==> src/rtl/lane_mon_pkg.sv <==
// Shared types and MISR helper for the lane toggle monitor.
package lane_mon_pkg;

  typedef enum logic [1:0] {
    IDLE   = 2'd0,
    WARMUP = 2'd1,
    RUN    = 2'd2,
    DONE   = 2'd3
  } lm_state_e;

  localparam int MISR_W = 64;
  localparam logic [MISR_W-1:0] MISR_TAPS = 64'h8000_0000_0000_0005;

  // One MISR step: shift left, feed back the tap parity, then fold in the data word.
  function automatic logic [MISR_W-1:0] misr_step(input logic [MISR_W-1:0] sig,
                                                  input logic [MISR_W-1:0] din);
    return {sig[MISR_W-2:0], ^(sig & MISR_TAPS)} ^ din;
  endfunction

endpackage

==> src/rtl/lane_sync_edge.sv <==
// One lane: synchronizer chain, previous-value flop and toggle detect.
module lane_sync_edge
  import lane_mon_pkg::*;
#(
  parameter int SYNC_STAGES = 2
) (
  input  logic clk_i,
  input  logic rst_i,
  input  logic lane_i,
  output logic lane_s_o,
  output logic toggle_o
);

  logic [SYNC_STAGES-1:0] sync_q;
  logic                   prev_q;

  always_ff @(posedge clk_i) begin
    if (rst_i) begin
      sync_q <= '0;
      prev_q <= 1'b0;
    end else begin
      sync_q <= {sync_q[SYNC_STAGES-2:0], lane_i};
      prev_q <= sync_q[SYNC_STAGES-1];
    end
  end

  assign lane_s_o = sync_q[SYNC_STAGES-1];
  assign toggle_o = sync_q[SYNC_STAGES-1] ^ prev_q;

endmodule

==> src/rtl/lane_toggle_monitor.sv <==
// Windowed per-lane toggle counter with sticky saturation flags and a MISR signature.
//   state  | meaning
//   IDLE   | results held, waiting for start
//   WARMUP | SYNC_STAGES cycles flushing the synchronizers
//   RUN    | WINDOW cycles counting toggles and folding the MISR
//   DONE   | one-cycle done pulse, results final
module lane_toggle_monitor
  import lane_mon_pkg::*;
#(
  parameter int LANES       = 2,
  parameter int CNT_W       = 8,
  parameter int WINDOW      = 80,
  parameter int SYNC_STAGES = 2
) (
  input  logic                   clk_i,
  input  logic                   rst_i,
  input  logic                   start_i,
  input  logic [LANES-1:0]       lane_in_i,
  output logic                   busy_o,
  output logic                   done_o,
  output logic [MISR_W-1:0]      sig_o,
  output logic [LANES*CNT_W-1:0] toggles_o,
  output logic [LANES-1:0]       overflow_o
);

  localparam int WIN_W = 16;

  lm_state_e                   state_q, state_d;
  logic [WIN_W-1:0]            win_q, win_d;
  logic [LANES-1:0][CNT_W-1:0] cnt_q, cnt_d;
  logic [LANES-1:0]            ovf_q, ovf_d;
  logic [MISR_W-1:0]           sig_q, sig_d;
  logic                        busy_q, done_q;
  logic [LANES-1:0]            lane_s;
  logic [LANES-1:0]            toggle;
  logic                        accept;

  for (genvar g = 0; g < LANES; g++) begin : g_lane
    lane_sync_edge #(.SYNC_STAGES(SYNC_STAGES)) u_sync (
      .clk_i    (clk_i),
      .rst_i    (rst_i),
      .lane_i   (lane_in_i[g]),
      .lane_s_o (lane_s[g]),
      .toggle_o (toggle[g])
    );
  end

  assign accept = (state_q == IDLE) && start_i;

  // One down-counter serves both WARMUP and RUN; terminal count at zero.
  always_comb begin
    state_d = state_q;
    win_d   = win_q;
    case (state_q)
      IDLE: begin
        if (start_i) begin
          state_d = WARMUP;
          win_d   = WIN_W'(SYNC_STAGES - 1);
        end
      end
      WARMUP: begin
        if (win_q == '0) begin
          state_d = RUN;
          win_d   = WIN_W'(WINDOW - 1);
        end else begin
          win_d = win_q - 16'd1;
        end
      end
      RUN: begin
        if (win_q == '0) begin
          state_d = DONE;
        end else begin
          win_d = win_q - 16'd1;
        end
      end
      DONE:    state_d = IDLE;
      default: state_d = IDLE;
    endcase
  end

  always_comb begin
    cnt_d = cnt_q;
    ovf_d = ovf_q;
    sig_d = sig_q;
    if (accept) begin
      cnt_d = '0;
      ovf_d = '0;
      sig_d = '0;
    end else if (state_q == RUN) begin
      for (int i = 0; i < LANES; i++) begin
        if (toggle[i]) begin
          if (&cnt_q[i]) begin
            ovf_d[i] = 1'b1;
          end else begin
            cnt_d[i] = cnt_q[i] + CNT_W'(1);
          end
        end
      end
      sig_d = misr_step(sig_q, MISR_W'(lane_s));
    end
  end

  always_ff @(posedge clk_i) begin
    if (rst_i) begin
      state_q <= IDLE;
      win_q   <= '0;
      cnt_q   <= '0;
      ovf_q   <= '0;
      sig_q   <= '0;
      busy_q  <= 1'b0;
      done_q  <= 1'b0;
    end else begin
      state_q <= state_d;
      win_q   <= win_d;
      cnt_q   <= cnt_d;
      ovf_q   <= ovf_d;
      sig_q   <= sig_d;
      busy_q  <= (state_d != IDLE);
      done_q  <= (state_d == DONE);
    end
  end

  assign busy_o     = busy_q;
  assign done_o     = done_q;
  assign sig_o      = sig_q;
  assign toggles_o  = cnt_q;
  assign overflow_o = ovf_q;

endmodule

==> config.mk <==
export PLATFORM = sky130hd
export DESIGN_NAME = lane_toggle_monitor
export DESIGN_NICKNAME = d
export VERILOG_FILES = /design/src/rtl/lane_mon_pkg.sv /design/src/rtl/lane_sync_edge.sv /design/src/rtl/lane_toggle_monitor.sv
export SDC_FILE = /design/constraint.sdc
export NUM_CORES = 1
export LEC_CHECK = 0
export CAP_MARGIN = 20
export CORE_MARGIN = 2
export CORE_UTILIZATION = 55
export DETAILED_ROUTE_END_ITERATION = 10
export GPL_ROUTABILITY_DRIVEN = 0
export PLACE_DENSITY = 0.93
export SLEW_MARGIN = 20
export SYNTH_ARGS = -nofsm -noshare
export SYNTH_HDL_FRONTEND = slang
export SYNTH_SLANG_ARGS = --single-unit
==> constraint.sdc <==
create_clock -name clk_i -period 4.41 [get_ports clk_i]
set_input_delay 0.441 -clock clk_i [delete_from_list [all_inputs] [get_ports clk_i]]
set_output_delay 0.441 -clock clk_i [all_outputs]
set_load 0.05 [all_outputs]
==> impl_metrics.env <==
export IMPL_outcome="finished clean"
export IMPL_tritoncts="built"
export IMPL_path_max_fanout=49
export IMPL_min_period_over_period=0.529
export IMPL_hold_violations=0
export IMPL_ff2ff_setup_slack_ps=2170
export IMPL_antenna_found_initial=0
export IMPL_final_core_util=0.712
export IMPL_reg2reg_from="state_q[1]$_SDFF_PP0_"
export IMPL_finalSetupViolCount=0
export IMPL_die_h_um=92.9
export IMPL_ios=89
export IMPL_leakagePower_nw=1.83
export IMPL_endpoint="sig_o[32]$_SDFFE_PP0P_"
export IMPL_insertion_delay_ps=370
export IMPL_avgViaCountPerCell=5.41
export IMPL_design_core_area_sq_mm=0.00769
export IMPL_worstPathArrival_ps=2580
export IMPL_drv_slew=0
export IMPL_grt_max_degree=66
export IMPL_synth_area_top_cells="dfxtp_1 50%, mux2i_1 15%, nor2_1 8.4%"
export IMPL_syn_nets=458
export IMPL_start_kind="input pin"
export IMPL_wl_met2_um=4710
export IMPL_yosysUniqueCellTypes=46
export IMPL_maxCapViolCount=0
export IMPL_cts_resized_gates=0
export IMPL_fin_setup_tns_ps=0
export IMPL_dp_cells=617
export IMPL_grt_usage=0.223
export IMPL_synth_common_cells="108 x dfxtp_1, 97 x nor2_1, 64 x mux2i_1"
export IMPL_fp_dieW_um=92.9
export IMPL_syn_inst=444
export IMPL_port_buffers=88
export IMPL_htreeDepth=3
export IMPL_fin_skew_ps=14.8
export IMPL_syn_to_final_growth_pct=26.0
export IMPL_nNetsFinal=540
export IMPL_dr_wl_met3_um=477
export IMPL_yosysMostFrequentCell="dfxtp_1"
export IMPL_initial_utilization=0.565
export IMPL_numCtsBuffers=9
export IMPL_preCtsSetupSlack_ps=1720
export IMPL_synth_seq_cells=108
export IMPL_synthArstFlopShare=0
export IMPL_vias=3421
export IMPL_r2r_cells=7
export IMPL_cp_end_kind="register"
export IMPL_clk_path_buf_depth=2
export IMPL_period_minus_slack_ps=2330
export IMPL_drt_iter0_markers=199
export IMPL_worstPathRequired_ps=4650
export IMPL_wl_met1_um=4070
export IMPL_row_count=32
export IMPL_crit_start="rst_i"
export IMPL_grt_pass1_vias=3297
export IMPL_syn_avg_cell_area_sq_um=9.78
export IMPL_register_area_sq_mm=0.00216
export IMPL_fillCellCount=543
export IMPL_synth_top_area_frac=0.498
export IMPL_rsz0062_at_grt="no"
export IMPL_wirelength_um=9370
export IMPL_cellPowerDensity_mw_per_mm2=329
export IMPL_root_buffer="clkbuf_8"
export IMPL_max_slew_worst_pin_slew_ps=1010
export IMPL_yosysWarningCount=0
export IMPL_synth_flop_cell="dfxtp_1"
export IMPL_grt_pass1_wl_um=15600
export IMPL_cts_setup_buffers=0
export IMPL_dieArea_sq_mm=0.00863
export IMPL_path_class="in2reg"
export IMPL_drc=0
export IMPL_max_slew_margin=0.325
export IMPL_antennaDiodeCount=0
export IMPL_drive_gt1_frac=0.0585
export IMPL_synth_top_cell_by_area="dfxtp_1"
export IMPL_wl_per_cell_um=14.8
export IMPL_fmax_mhz=428
export IMPL_ys_seq_area_frac=0.498
export IMPL_gr_total_overflow=0
export IMPL_dr_max_layer_used="met4"
export IMPL_multi_input_area_sq_mm=0.00207
export IMPL_drt_pass1_iterations=4
export IMPL_drtAntennaViolNets=0
export IMPL_peakVddDrop_uv=229
export IMPL_syn_cell_area_sq_mm=0.00434
export IMPL_synth_edf_count=0
export IMPL_path_clk_slew_ps=100
export IMPL_cts_hold_fix_buffers=0
export IMPL_setup_slack_ps=2080
export IMPL_final_cells=632
export IMPL_clock_sinks=108
export IMPL_r2r_end="win_q[5]$_SDFFE_PP0P_"
export IMPL_hpwl_um=6620
export IMPL_hold_path_class="reg2reg"
cell families (layout without fill, tap and decap cells):
| kind of cell | Yosys count | count (layout) | synth area share |
|---|---|---|---|
| flip-flops | 108 | 108 | 0.498 |
| AO/OA/AOI/OAI | 42 | 42 | 0.0637 |
| AND/OR/NAND/NOR | 169 | 169 | 0.190 |
| adder cells (fa/ha/maj) | 9 | 9 | 0.0259 |
| multiplexers | 64 | 64 | 0.147 |
| XOR/XNOR | 23 | 23 | 0.0464 |
| buffers and inverters | 29 | 115 | 0.0285 |
metal layers:
metal / vias to the layer above / GRT usage
li1: 1684 / -
met1: 1627 / 0.278
met4: 0 / 0.0650
met5: - / 0
met3: 13 / 0.0545
met2: 97 / 0.380
worst max-delay path, stage by stage:
cell	delay, ps
clkdlybuf4s50_1	740
inv_1	210
nand2_2	510
buf_4	530
nor2_1	130
report_power, final:
| part | switching, mW | internal, mW | total, mW |
|---|---|---|---|
| registers | 0.0264 | 0.995 | 1.02 |
| logic | 0.139 | 0.0898 | 0.229 |
| clock network | 0.328 | 0.220 | 0.547 |
| total | 0.493 | 1.30 | 1.80 |
worst min path at each step:
stage | slack, ps | start | depth (start not counted) | endpoint
final | 460 | g_lane[1].u_sync.sync_q[0]$_SDFF_PP0_ | 1 | g_lane[1].u_sync.sync_q[1]$_SDFF_PP0_
after global routing | 470 | g_lane[1].u_sync.sync_q[0]$_SDFF_PP0_ | 1 | g_lane[1].u_sync.sync_q[1]$_SDFF_PP0_
after CTS | 460 | g_lane[1].u_sync.sync_q[0]$_SDFF_PP0_ | 1 | g_lane[1].u_sync.sync_q[1]$_SDFF_PP0_
after detailed placement | 450 | g_lane[0].u_sync.sync_q[0]$_SDFF_PP0_ | 1 | g_lane[0].u_sync.sync_q[1]$_SDFF_PP0_
after global placement | 420 | g_lane[0].u_sync.sync_q[0]$_SDFF_PP0_ | 1 | g_lane[0].u_sync.sync_q[1]$_SDFF_PP0_
after floorplan | 410 | g_lane[0].u_sync.sync_q[0]$_SDFF_PP0_ | 1 | g_lane[0].u_sync.sync_q[1]$_SDFF_PP0_
stage by stage:
| step | hold WS, ps | instance area [sq um] | power, mW |
|---|---|---|---|
| floorplan | 414 | 4340 | 1.22 |
| global placement | 422 | 5300 | 1.26 |
| detailed placement | 449 | 5300 | 1.27 |
| CTS | 465 | 5470 | 1.80 |
| global route | 469 | 5470 | 1.87 |
| finish | 458 | 5470 | 1.80 |
area by class of cell:
| class | count | share of cell area |
|---|---|---|
| flip-flops and latches | 108 | 0.395 |
| multi-input cells | 307 | 0.379 |
| repair buffers | 90 | 0.164 |
| clock buffers | 10 | 0.0252 |
| well taps | 102 | 0.0233 |
| clock inverters | 5 | 0.00686 |
| inverters | 10 | 0.00686 |
placed cells by master, fill, tap and decap left out, types with 2 or more instances in the layout:
master	instances
nor4_1	3
nor4b_2	2
a31oi_1	2
xnor2_1	11
clkinvlp_4	2
clkbuf_8	10
nand3_1	10
nor2b_1	7
and2_1	2
a211oi_1	3
nand4b_1	2
nand4_1	2
o31ai_1	4
clkdlybuf4s50_1	88
nor3_1	10
mux2i_1	64
ha_1	8
xor2_1	12
nand2_1	12
or3_1	6
or4_1	3
nand3b_1	2
a21oi_1	12
o21ai_0	12
nand4_2	2
dfxtp_1	108
inv_1	10
nor2_1	97
buf_4	2
sequential cells by signal, indices dropped and copies added (netlist names):
signal / cells
sig_o: 64
done_o: 1
g_lane.u_sync.sync_q: 4
g_lane.u_sync.prev_q: 2
overflow_o: 2
state_q: 2
busy_o: 1
win_q: 16
toggles_o: 16
No activity file was read; power rests on OpenSTA's default activity.
